==> config.mk <==
export PLATFORM = sky130hd
export DESIGN_NAME = cv32e40p_fault_monitor_flat
export DESIGN_NICKNAME = d
export VERILOG_FILES = /design/src/rtl/cv32e40p_pkg.sv /design/src/rtl/cv32e40p_fault_monitor_if.sv /design/src/rtl/cv32e40p_fault_src_tracker.sv /design/src/rtl/cv32e40p_fault_monitor.sv /design/src/flat_wrapper.sv
export SDC_FILE = /design/constraint.sdc
export NUM_CORES = 1
export LEC_CHECK = 0
export ABC_AREA = 1
export BUFFER_PORTS_ARGS = -buffer_cell sky130_fd_sc_hd__buf_4
export CAP_MARGIN = 10
export CORE_ASPECT_RATIO = 0.5
export CORE_UTILIZATION = 59
export DETAILED_ROUTE_END_ITERATION = 10
export PLACE_DENSITY = 0.84
export REMOVE_ABC_BUFFERS = 1
export SLEW_MARGIN = 20
export SYNTH_ARGS = -nofsm -noshare
export SYNTH_HDL_FRONTEND = slang
export SYNTH_SLANG_ARGS = --single-unit
==> constraint.sdc <==
create_clock -name clk -period 3.75 [get_ports clk]
set_clock_uncertainty 0.05 [all_clocks]
set_input_delay 0.375 -clock clk [delete_from_list [all_inputs] [get_ports clk]]
set_output_delay 0.375 -clock clk [all_outputs]
set_load 0.02 [all_outputs]
==> src/rtl/cv32e40p_pkg.sv <==
// rtl/cv32e40p_pkg.sv - shared core types for the fault monitor
package cv32e40p_pkg;

    // Escalation state of the fault monitor
    typedef enum logic [1:0] {
        IDLE = 2'd0,
        REQ  = 2'd1,
        COOL = 2'd2
    } fault_fsm_e;

endpackage

==> src/rtl/cv32e40p_fault_monitor_if.sv <==
// rtl/cv32e40p_fault_monitor_if.sv - fault monitor bus between hardened units/controller and monitor
interface cv32e40p_fault_monitor_if #(
    parameter int N_SRC = 4,
    parameter int CNT_W = 8
);
    localparam int SRC_W = (N_SRC > 1) ? $clog2(N_SRC) : 1;

    logic [N_SRC-1:0]       fault_i;
    logic [N_SRC-1:0]       valid_i;
    logic                   clear_i;
    logic                   recover_ack_i;
    logic [N_SRC-1:0]       fault_sticky_o;
    logic [N_SRC*CNT_W-1:0] fault_cnt_o;
    logic                   recover_req_o;
    logic [SRC_W-1:0]       recover_src_o;
    logic                   irq_o;

    modport master (
        output fault_i, valid_i, clear_i, recover_ack_i,
        input  fault_sticky_o, fault_cnt_o, recover_req_o, recover_src_o, irq_o
    );

    modport slave (
        input  fault_i, valid_i, clear_i, recover_ack_i,
        output fault_sticky_o, fault_cnt_o, recover_req_o, recover_src_o, irq_o
    );

endinterface

==> src/rtl/cv32e40p_fault_src_tracker.sv <==
// rtl/cv32e40p_fault_src_tracker.sv - sticky flag, event counter and persistence run for one source
module cv32e40p_fault_src_tracker #(
    parameter int CNT_W      = 8,
    parameter int PERSIST_TH = 3,
    parameter int RUN_W      = 2
) (
    input  logic             clk,
    input  logic             rst_n,
    input  logic             q,
    input  logic             valid,
    input  logic             fault,
    input  logic             clear,
    input  logic             run_clr,
    input  logic             run_freeze,
    output logic             sticky,
    output logic             sticky_nxt,
    output logic [CNT_W-1:0] cnt,
    output logic [RUN_W-1:0] run_nxt
);

    localparam logic [CNT_W-1:0] CNT_MAX = {CNT_W{1'b1}};
    localparam logic [RUN_W-1:0] RUN_TH  = RUN_W'(PERSIST_TH);

    logic [RUN_W-1:0] run;
    logic [CNT_W-1:0] cnt_nxt;

    // Next-state values; a qualified event in a clear cycle survives the clear
    always_comb begin
        sticky_nxt = q | (sticky & ~clear);
        cnt_nxt    = cnt;
        if (clear) begin
            cnt_nxt = q ? CNT_W'(1) : '0;
        end else if (q && (cnt != CNT_MAX)) begin
            cnt_nxt = cnt + 1'b1;
        end
        run_nxt = run;
        if (run_clr) begin
            run_nxt = '0;
        end else if (!run_freeze) begin
            if (q) begin
                if (run != RUN_TH) run_nxt = run + 1'b1;
            end else if (valid && !fault) begin
                run_nxt = '0;
            end
        end
    end

    // Per-source state registers
    always_ff @(posedge clk or negedge rst_n) begin
        if (!rst_n) begin
            sticky <= 1'b0;
            cnt    <= '0;
            run    <= '0;
        end else begin
            sticky <= sticky_nxt;
            cnt    <= cnt_nxt;
            run    <= run_nxt;
        end
    end

endmodule

==> src/rtl/cv32e40p_fault_monitor.sv <==
// rtl/cv32e40p_fault_monitor.sv - fault qualification, status, irq and recovery escalation
module cv32e40p_fault_monitor
    import cv32e40p_pkg::*;
#(
    parameter int N_SRC      = 4,
    parameter int CNT_W      = 8,
    parameter int PERSIST_TH = 3,
    parameter int COOL_CYC   = 4
) (
    input logic                      clk,
    input logic                      rst_n,
    cv32e40p_fault_monitor_if.slave  bus
);

    localparam int SRC_W  = (N_SRC > 1) ? $clog2(N_SRC) : 1;
    localparam int RUN_W  = $clog2(PERSIST_TH + 1);
    localparam int COOL_W = (COOL_CYC > 1) ? $clog2(COOL_CYC) : 1;

    fault_fsm_e             state;
    logic [COOL_W-1:0]      cool_cnt;
    logic [N_SRC-1:0]       sticky;
    logic [N_SRC-1:0]       sticky_nxt;
    logic [N_SRC-1:0]       hit;
    logic [N_SRC*CNT_W-1:0] cnt;
    logic [SRC_W-1:0]       hit_idx;
    logic [SRC_W-1:0]       src;
    logic                   req;
    logic                   irq;
    logic                   run_clr;
    logic                   run_freeze;

    // Runs hold while a request is outstanding and stay cleared from ack until cooldown ends
    assign run_freeze = (state == REQ);
    assign run_clr    = (state == COOL) || ((state == REQ) && bus.recover_ack_i);

    generate
        for (genvar i = 0; i < N_SRC; i++) begin : g_src
            logic [RUN_W-1:0] run_nxt;

            cv32e40p_fault_src_tracker #(
                .CNT_W      (CNT_W),
                .PERSIST_TH (PERSIST_TH),
                .RUN_W      (RUN_W)
            ) u_tracker (
                .clk        (clk),
                .rst_n      (rst_n),
                .q          (bus.fault_i[i] & bus.valid_i[i]),
                .valid      (bus.valid_i[i]),
                .fault      (bus.fault_i[i]),
                .clear      (bus.clear_i),
                .run_clr    (run_clr),
                .run_freeze (run_freeze),
                .sticky     (sticky[i]),
                .sticky_nxt (sticky_nxt[i]),
                .cnt        (cnt[i*CNT_W +: CNT_W]),
                .run_nxt    (run_nxt)
            );

            assign hit[i] = (run_nxt == RUN_W'(PERSIST_TH));
        end
    endgenerate

    // Lowest-index persistent source wins
    always_comb begin
        hit_idx = '0;
        for (int i = N_SRC - 1; i >= 0; i--) begin
            if (hit[i]) hit_idx = SRC_W'(i);
        end
    end

    // One pulse per cycle in which any sticky bit rises
    always_ff @(posedge clk or negedge rst_n) begin
        if (!rst_n) begin
            irq <= 1'b0;
        end else begin
            irq <= |(sticky_nxt & ~sticky);
        end
    end

    // Escalation FSM: request on persistence, hold until ack, then cooldown
    always_ff @(posedge clk or negedge rst_n) begin
        if (!rst_n) begin
            state    <= IDLE;
            req      <= 1'b0;
            src      <= '0;
            cool_cnt <= '0;
        end else begin
            case (state)
                IDLE: begin
                    if (|hit) begin
                        state <= REQ;
                        req   <= 1'b1;
                        src   <= hit_idx;
                    end
                end
                REQ: begin
                    if (bus.recover_ack_i) begin
                        state    <= COOL;
                        req      <= 1'b0;
                        cool_cnt <= COOL_W'(COOL_CYC - 1);
                    end
                end
                COOL: begin
                    if (cool_cnt == '0) begin
                        state <= IDLE;
                    end else begin
                        cool_cnt <= cool_cnt - 1'b1;
                    end
                end
                default: begin
                    state <= IDLE;
                    req   <= 1'b0;
                end
            endcase
        end
    end

    assign bus.fault_sticky_o = sticky;
    assign bus.fault_cnt_o    = cnt;
    assign bus.recover_req_o  = req;
    assign bus.recover_src_o  = src;
    assign bus.irq_o          = irq;

endmodule

==> src/flat_wrapper.sv <==
// flat-port wrapper written by rule: the top's interface ports become plain ports
module cv32e40p_fault_monitor_flat import cv32e40p_pkg::*;
#(
    parameter int N_SRC      = 4,
    parameter int CNT_W      = 8,
    parameter int PERSIST_TH = 3,
    parameter int COOL_CYC   = 4
)
  (clk, rst_n, bus_fault_i, bus_valid_i, bus_clear_i, bus_recover_ack_i, bus_fault_sticky_o, bus_fault_cnt_o, bus_recover_req_o, bus_recover_src_o, bus_irq_o);
  cv32e40p_fault_monitor_if #(.N_SRC(N_SRC), .CNT_W(CNT_W)) bus_i ();
  input logic clk;
  input logic rst_n;
  input wire logic [$bits(bus_i.fault_i)-1:0] bus_fault_i;
  input wire logic [$bits(bus_i.valid_i)-1:0] bus_valid_i;
  input wire logic [$bits(bus_i.clear_i)-1:0] bus_clear_i;
  input wire logic [$bits(bus_i.recover_ack_i)-1:0] bus_recover_ack_i;
  output wire logic [$bits(bus_i.fault_sticky_o)-1:0] bus_fault_sticky_o;
  output wire logic [$bits(bus_i.fault_cnt_o)-1:0] bus_fault_cnt_o;
  output wire logic [$bits(bus_i.recover_req_o)-1:0] bus_recover_req_o;
  output wire logic [$bits(bus_i.recover_src_o)-1:0] bus_recover_src_o;
  output wire logic [$bits(bus_i.irq_o)-1:0] bus_irq_o;
  assign bus_i.fault_i = bus_fault_i;
  assign bus_i.valid_i = bus_valid_i;
  assign bus_i.clear_i = bus_clear_i;
  assign bus_i.recover_ack_i = bus_recover_ack_i;
  assign bus_fault_sticky_o = bus_i.fault_sticky_o;
  assign bus_fault_cnt_o = bus_i.fault_cnt_o;
  assign bus_recover_req_o = bus_i.recover_req_o;
  assign bus_recover_src_o = bus_i.recover_src_o;
  assign bus_irq_o = bus_i.irq_o;
  cv32e40p_fault_monitor #(.N_SRC(N_SRC), .CNT_W(CNT_W), .PERSIST_TH(PERSIST_TH), .COOL_CYC(COOL_CYC)) u_core (.clk(clk), .rst_n(rst_n), .bus(bus_i));
endmodule
==> results of run 1 <==
[cell families after synthesis]
kind of cell    after synthesis
compound gates               52
xor+xnor                      3
fa+ha+maj                     5
buf+inv                      70
flops                        52
simple gates                178
[through the flow]
step                      std cells  setup slack (ps)  util [%]  hold WS (ps)  instance area [um2]
after global routing            467              1650      73.1          91.2                 3230
after floorplan                 351              2100         -          29.4                 2690
final                           467              1940      73.1          39.3                 3230
after global placement          459              1940      71.0           393                 3140
after detailed placement        459              1860      71.0           408                 3140
after CTS                       467              1960      73.1          64.5                 3230
[power breakdown]
group | internal, mW | total (mW) | leakage [nW] | switching, mW
sequential | 0.649 | 0.702 | 0.693 | 0.0534
combinational | 0.161 | 0.452 | 0.948 | 0.291
clock | 0.150 | 0.336 | 0.0445 | 0.185
[cell usage after synthesis]
cell type   n  area share (%)
nor3_1     16             2.9
inv_1      60             8.2
and2_1      2            0.46
nand3_2     2            0.73
nand2_1    87              12
ha_1        5             2.3
buf_4       4             1.1
nor3b_1     1            0.27
nor2_1     30             4.1
or2_2       1            0.23
o21a_1      2            0.55
nand2_2     5             1.1
buf_6       1            0.41
a31oi_1     1            0.23
o31ai_1     2            0.55
buf_1       1            0.14
o211ai_1    4             1.1
nand2_4     1            0.41
inv_2       1            0.14
o21ai_0    22             4.0
o21bai_1    1            0.27
a21oi_1    18             3.3
dfrtp_1    52              47
o221ai_1    1            0.32
clkbuf_1    3            0.41
nand3_1    31             5.7
nand4_1     2            0.46
a22oi_1     1            0.27
xor2_1      3            0.96
[worst max-delay path: cells and delay by family, from the launching register on]
kind / cells / cell delay (ps)
fa+ha+maj: 1 / 230
flops: 1 / 430
simple gates: 8 / 990
[per-layer routing]
metal | routed length [um] | GRT usage (%)
met5 | 0 | 0
met4 | 134 | 11.2
met3 | 305 | 6.13
met2 | 2880 | 48.1
met1 | 2670 | 32.2
[cell type report]
class,instances,area [um2],share of cell area [%]
clock buffer,7,86.3,2.67
timing repair buffer,51,383,11.8
inverter,61,229,7.08
sequential,52,1300,40.2
clock inverter,1,7.51,0.232
multi-input combinational,238,1150,35.7
tap,57,71.3,2.21
[flip-flops by register name, summed over array words and instances (netlist names)]
name                           count
u_core.g_src.u_tracker.cnt        32
u_core.g_src.u_tracker.run         8
u_core.g_src.u_tracker.sticky      4
u_core.bus.recover_src_o           2
u_core.cool_cnt                    2
u_core.state                       2
u_core.bus.irq_o                   1
u_core.bus.recover_req_o           1
[final timing paths]
kind | startpoint | end | slack [ps]
min reg2reg | u_core.bus.recover_src_o[0] | u_core.bus.recover_src_o[0] | 440
max reg2reg | u_core.g_src[1].u_tracker.cnt[0] | u_core.g_src[1].u_tracker.cnt[5] | 1940
min | rst_n | u_core.g_src[2].u_tracker.cnt[5] | 40
max in group asynchronous | rst_n | u_core.g_src[0].u_tracker.sticky | 3180
min in group clk | bus_fault_i[2] | u_core.g_src[2].u_tracker.sticky | 280
max | u_core.g_src[1].u_tracker.cnt[0] | u_core.g_src[1].u_tracker.cnt[5] | 1940
==> qor.yml, run 1 <==
status: "finished with violations"
failed_checks: "DRC"
cts_root_buf: "clkbuf_8"
die_h_um: 50.2
ys_types: 29
vias_per_cell: 5.38
synth_top_family_by_area: "simple AND/OR/NAND/NOR gates"
dp_hpwl_um: 4280
core_mm2: 0.00442
grt_setup_unrepaired: "no"
drcViolationCount: 5
io_pins: 52
cts.hold.buffers_added: 0
synth_fa_ha_area_share_pct: 2.28
first_iter_violations: 137
ant_nets: 0
critPathLaunchType: "register"
cts_tree: "done"
drv_slew: 0
path_cells: "ha_1, nand3_1, nor2_1, nand3_1, nand2_1, nor3_1, nand3_1, nand2_1, nor2_1"
r2r_cells: 9
end_kind: "register"
numPortBuffers: 51
final_common_cell: "nand2_1"
cts.path.max_buffers: 2
ys_seq_area_share_pct: 47.5
grt_pass1_vias: 2404
ctsResizeCount: 0
rows: 17
path_class: "register to register"
overflow: 0
arrival_ps: 1970
die_width_um: 98.4
nets: 426
ys_warn_count: 0
drt-total-wl_um: 5990
hold_viol_final: 0
fin_crit_sh_pct: 48.4
maxCapViolCount: 0
total_power_mw: 1.49
critPathMostFrequentCell: "nand3_1"
syn2layout_area_growth_pct: 17.9
worstPathMaxFanout: 6
wl_per_cell_um: 12.8
initial_utilization_pct: 62.0
diodes: 0
max_slew_margin_pct: 35.6
max_freq_mhz: 551
cts_buffers: 5
synth-simple-area-share_pct: 28.3
layout_min_cycle_time_ps: 1810
yosys_register_bits: 52
report.final.setup_viol: 0
fin_setup_tns_ps: 0
grt_pass1_wl_um: 10300
drt_first_pass_iters: 8
cpPeakStageDelay_ps: 430
synth_xor_area_share_pct: 0.958
synth-compound-area-share_pct: 10.6
hp-class: "primary input to asynchronous set/reset pin"
grtUsageTotal_pct: 26.9
avgSynthCellArea_um2: 7.61
num_vias: 2513
drive_gt1_share_pct: 16.6
cp_slowest_cell: "dfrtp_1"
insertion_delay_ps: 310
final_cell_mix: "87 x nand2_1, 60 x inv_1, 52 x dfrtp_1"
power.density_mw_per_mm2: 461
clock_sinks: 52
leakagePower_nw: 1.69
vdd_drop_max_v: 0.000339
critical_path_required_ps: 3910
antenna_found_initial: 0
gp_congestion: 0.819
synthCells: 360
cts_max_level: 2
post_cts_buffers: 0
syn_area_mm2: 0.00274
clk_pin_slew_ps: 100
tightest_slew_ps: 965
fillers: 341
synth_mux_area_share_pct: 0
die-area_mm2: 0.00494
grt_max_degree: 53
(Power assumes the default switching activity.)
==> run 2, diff against run 1 <==
--- a/config.mk
+++ b/config.mk
@@ -9,9 +9,9 @@
 export BUFFER_PORTS_ARGS = -buffer_cell sky130_fd_sc_hd__buf_4
 export CAP_MARGIN = 10
 export CORE_ASPECT_RATIO = 0.5
-export CORE_UTILIZATION = 59
+export CORE_UTILIZATION = 50
 export DETAILED_ROUTE_END_ITERATION = 10
-export PLACE_DENSITY = 0.84
+export PLACE_DENSITY = 0.76
 export REMOVE_ABC_BUFFERS = 1
 export SLEW_MARGIN = 20
 export SYNTH_ARGS = -nofsm -noshare
==> constraint.sdc (replaced) <==
create_clock -name clk -period 1.51 [get_ports clk]
set_clock_uncertainty 0.05 [all_clocks]
set_input_delay 0.151 -clock clk [delete_from_list [all_inputs] [get_ports clk]]
set_output_delay 0.151 -clock clk [all_outputs]
set_load 0.02 [all_outputs]
==> run 2 against run 1 <==
  * The flow finishes with violations (setup timing)
  * Worst hold slack improved by 30 ps
  * Combinational power rose to 3.5 times the previous value
  * Utilization rose by 5.3 points
  * Power rose to 2.8 times the previous value
  * Wire length rose by 26%
  * Register-to-register slack got worse by 2000 ps
  * Setup slack got worse by 2000 ps
  * Global-route usage fell by 2.7 points
  * Sequential power rose to 2.5 times the previous value
  * Critical path depth rose by 3
  * Sequential cell count did not move
  * Largest cell class is now multi-input gates
  * Highest routed layer unchanged
==> qor.yml, run 2 (synthesis results as in run 1) <==
diodes: 0
hp-class: "primary input to register"
layout_min_cycle_time_ps: 1580
final_common_cell: "buf_4"
vdd_drop_max_v: 0.000816
drt-total-wl_um: 7550
worstPathMaxFanout: 6
drt_first_pass_iters: 5
rows: 18
cts_root_buf: "clkbuf_8"
end_kind: "register"
drv_slew: 0
die-area_mm2: 0.00580
wl_per_cell_um: 14.5
grt_pass1_vias: 2478
first_iter_violations: 121
syn2layout_area_growth_pct: 45.6
clock_sinks: 52
core_mm2: 0.00509
final_cell_mix: "86 x buf_4, 64 x nand2_1, 51 x dfrtp_1"
io_pins: 52
fin_crit_sh_pct: 105
ant_nets: 0
grt_max_degree: 53
drive_gt1_share_pct: 42.6
cts_tree: "done"
cts_max_level: 2
dp_hpwl_um: 4750
post-route-util_pct: 78.4
grt_setup_unrepaired: "yes"
gp_congestion: 0.769
cts.path.max_buffers: 2
drcViolationCount: 0
path_class: "register to register"
die_width_um: 107
insertion_delay_ps: 310
cts_buffers: 5
grt_pass1_wl_um: 10800
status: "finished with violations"
setup_ws_ps: -73.0
max_freq_mhz: 632
critPathLaunchType: "register"
antenna_found_initial: 0
power.density_mw_per_mm2: 1050
fillers: 347
clk_pin_slew_ps: 90
initial_utilization_pct: 53.9
report.final.setup_viol: 6
grtUsageTotal_pct: 24.3
vias_per_cell: 5.44
leakagePower_nw: 2.03
hold_viol_final: 0
tightest_slew_ps: 661
critical_path_required_ps: 1670
num_vias: 2835
nets: 467
total_power_mw: 4.19
top_register: "u_core.g_src.u_tracker.cnt"
failed_checks: "setup timing"
max_slew_margin_pct: 55.9
largest_reg_flops: 32
arrival_ps: 1740
die_h_um: 54.4
overflow: 0
regToRegSetupSlack_ps: -70
top_regs: "u_core.g_src.u_tracker.cnt: 32 flops, u_core.g_src.u_tracker.run: 8 flops, u_core.g_src.u_tracker.sticky: 4 flops"
numPortBuffers: 51
maxCapViolCount: 0
[run 2: cell count changes in the layout (fill, tap and decap cells not counted), sizes merged]
cell,delta
buf,+39
nand2,+1
dlygate4sd3,+1
[run 2: critical path: stages (launching register included)]
cell	delay (ps)
dfrtp_1	400
inv_2	130
nand2_4	120
nand2_4	110
nand2_1	90
nand2_2	90
nand3_2	110
nand2_2	100
nand2_2	60
nand2_2	90
inv_2	50
nand2_2	60
nand2_2	40
[run 2: repair_timing]
action	CTS	global route
endpoints found under the hold margin	52	0
gates cloned	1	0
endpoints found under the setup margin	20	37
hold buffers	1	0
resized for setup	33	99
pin swaps	10	42
setup buffers	5	9
[run 2: path summary, 6_finish.rpt]
path,from,endpoint,cells past startpoint
setup / recovery,u_core.state[1],u_core.bus.recover_src_o[0],12
hold / removal,bus_fault_i[2],u_core.g_src[2].u_tracker.sticky,3
setup reg to reg,u_core.state[1],u_core.bus.recover_src_o[0],12
hold reg to reg,u_core.bus.recover_req_o,u_core.bus.recover_req_o,2
max in group asynchronous,rst_n,u_core.state[0],2
min in group asynchronous,rst_n,u_core.g_src[3].u_tracker.cnt[3],2
[run 2: power by group]
part / switching [mW] / internal (mW) / leakage, nW
clock network: 0.472 / 0.374 / 0.0445
registers: 0.145 / 1.61 / 0.692
logic: 0.988 / 0.602 / 1.29
[run 2: metrics by stage]
stage               area [um2]  setup slack [ps]  hold slack [ps]  setup TNS [ps]  cells
global route              3990              -129             81.6           -1690    521
finish                    3990             -73.0             69.3            -163    521
detailed placement        3350              -153              177            -914    498
global placement          3350             -64.7              176            -235    498
CTS                       3600             -3.14             45.1           -3.14    513
floorplan                 2690              -141             -195            -959    351
[run 2: cell type report]
type                    count  area, um2  area share, %
clock buffers               7       86.3           2.16
inverters                  61        234           5.86
repair buffers             91        701           17.6
well taps                  70       87.6           2.20
multi-input cells         239       1570           39.4
clock inverters             1       7.51          0.188
flip-flops and latches     52       1300           32.6
[run 2: per-layer routing]
metal  track usage [%]  wire (um)  up-vias
li1                  -          -     1322
met1              29.4       3130     1391
met2              45.5       3860       98
met3              5.24        406       24
met4              6.62        159        0
met5                 0          0        -
==> run 3, diff against run 2 <==
--- a/config.mk
+++ b/config.mk
@@ -11,6 +11,7 @@
 export CORE_ASPECT_RATIO = 0.5
 export CORE_UTILIZATION = 50
 export DETAILED_ROUTE_END_ITERATION = 10
+export GPL_TIMING_DRIVEN = 0
 export PLACE_DENSITY = 0.76
 export REMOVE_ABC_BUFFERS = 1
 export SLEW_MARGIN = 20
==> run 3 against run 2 <==
  * The run still ends with setup timing left
  * Worst hold slack worse by 17 ps
  * Power down 0.15%
  * Cell count down 0.38%
  * Critical path depth down 4
  * Die area unchanged
  * Sequential cell count unchanged
  * Non-clock buffer count unchanged
  * First-iteration DRC count up 40%
  * Sequential power about the same
  * Via count down 0.74%
  * Register-to-register slack worse by 20 ps
  * Largest power group unchanged
==> qor.yml, run 3 (synthesis results as in run 1) <==
status: "finished with violations"
failed_checks: "setup timing"
numPortBuffers: 51
worstPathMaxFanout: 2
final_cell_mix: "84 x buf_4, 63 x nand2_1, 48 x inv_1, 48 x dfrtp_1"
regToRegSetupSlack_ps: -100
use_met3_pct: 4.64
maxCapViolCount: 0
drt-total-wl_um: 7760
vias_per_cell: 5.42
initial_utilization_pct: 53.9
tightest_slew_ps: 1120
pre_cts_slack_ps: -314
core_mm2: 0.00509
clk_pin_slew_ps: 90
fin_crit_sh_pct: 106
dp_hpwl_um: 4310
drcViolationCount: 0
report.final.setup_viol: 13
grt_max_degree: 53
syn2layout_area_growth_pct: 45.3
largest_reg_flops: 32
io_pins: 52
drive_gt1_share_pct: 43.7
grt_setup_unrepaired: "yes"
arrival_ps: 1790
insertion_delay_ps: 320
ant_nets: 0
hp-class: "primary input to register"
hold_viol_final: 0
layout_min_cycle_time_ps: 1610
num_vias: 2814
drv_slew: 0
die_h_um: 54.4
critPathLaunchType: "register"
grtUsageTotal_pct: 23.8
top_register: "u_core.g_src.u_tracker.cnt"
fin_setup_tns_ps: -526
grt-busiest-layer: "met2"
grt_pass1_wl_um: 10500
nets: 466
fin_area_mm2: 0.00398
cts_tree: "done"
leakagePower_nw: 2.01
cts_buffers: 5
end_kind: "register"
cts.path.max_buffers: 2
clock_sinks: 52
fillers: 334
hold_ws_ps: 52.2
post-route-util_pct: 78.2
drt_first_pass_iters: 5
dpl-instance-area_mm2: 0.00316
grt_pass1_vias: 2480
power.density_mw_per_mm2: 1050
cp-startpoint: "u_core.g_src[1].u_tracker.cnt[1]"
multiInputGateArea_mm2: 0.00157
overflow: 0
grtUsageMet2_pct: 44.8
critical_path_required_ps: 1700
final_common_cell: "buf_4"
setup_ws_ps: -95.5
die-area_mm2: 0.00580
gp_congestion: 0.817
cts_max_level: 2
diodes: 0
max_slew_margin_pct: 25.2
die_width_um: 107
gr-usage-met1_pct: 28.1
vdd_drop_max_v: 0.000908
hp-start: "bus_fault_i[2]"
first_iter_violations: 169
rows: 18
cts_root_buf: "clkbuf_8"
r2r_start: "u_core.g_src[1].u_tracker.cnt[1]"
seqCellArea_mm2: 0.00131
antenna_found_initial: 0
top_regs: "u_core.g_src.u_tracker.cnt: 32 flops, u_core.g_src.u_tracker.run: 8 flops, u_core.g_src.u_tracker.sticky: 4 flops"
wl_per_cell_um: 15.0
max_freq_mhz: 623
path_class: "register to register"
## run 3: cell count changes in the layout (fill, tap and decap cells not counted), moves of 2 or more
cell,previous run,this run
o21ai_0,9,12
nor2_2,4,6
nor2_1,17,19
dfrtp_2,1,4
nand3_1,19,14
nor2_4,9,5
buf_6,4,6
dfrtp_1,51,48
nand2_4,12,10
buf_4,86,84
o21ai_1,10,8
nand3_2,13,17
nor3_4,7,5
## run 3: final timing paths
check / cells after the start / end
worst max-delay path: 8 / u_core.g_src[1].u_tracker.cnt[2]
max in group asynchronous: 2 / u_core.g_src[2].u_tracker.cnt[5]
worst min-delay path: 3 / u_core.g_src[2].u_tracker.sticky
worst min register to register: 2 / u_core.bus.recover_req_o
min in group asynchronous: 2 / u_core.g_src[3].u_tracker.cnt[3]
worst max register to register: 8 / u_core.g_src[1].u_tracker.cnt[2]
## run 3: report_power, final
group | switching (mW) | total, mW | internal [mW]
Clock | 0.467 | 0.784 | 0.317
Combinational | 0.983 | 1.65 | 0.664
Sequential | 0.144 | 1.76 | 1.61
Total | 1.59 | 4.19 | 2.59
## run 3: worst max-delay path, cell delays in order, from the launching register on
cell and delay, ps:
dfrtp_1 410, ha_4 160, nand3_2 90, nor2_2 150, nand3_2 130, buf_4 180, nand3_2 70, o21ai_1 90
a21oi_1 200
## run 3: final cells by class
type	count	share of cell area [%]
clock buffers	6	1.82
flip-flops and latches	52	32.8
repair buffers	91	17.8
multi-input cells	238	39.4
inverters	61	5.87
clock inverters	1	0.126
well taps	70	2.20
## run 3: layer usage
layer | wire length, um | up-vias
met5 | 0 | -
met1 | 3130 | 1381
met4 | 191 | 0
met2 | 4060 | 90
li1 | - | 1324
met3 | 374 | 19
## run 3: metrics by stage
stage,total power [mW],cells
floorplan,2.53,351
global placement,2.81,472
detailed placement,2.89,472
CTS,3.81,502
global route,4.41,519
finish,4.19,519
## run 3: repair_timing
action,4_1_cts,5_1_grt
hold endpoints to repair,52,0
buffers inserted,22,17
gates resized for setup,46,88
endpoints found under the setup margin,30,36
hold buffers,1,0
pin swaps,20,42
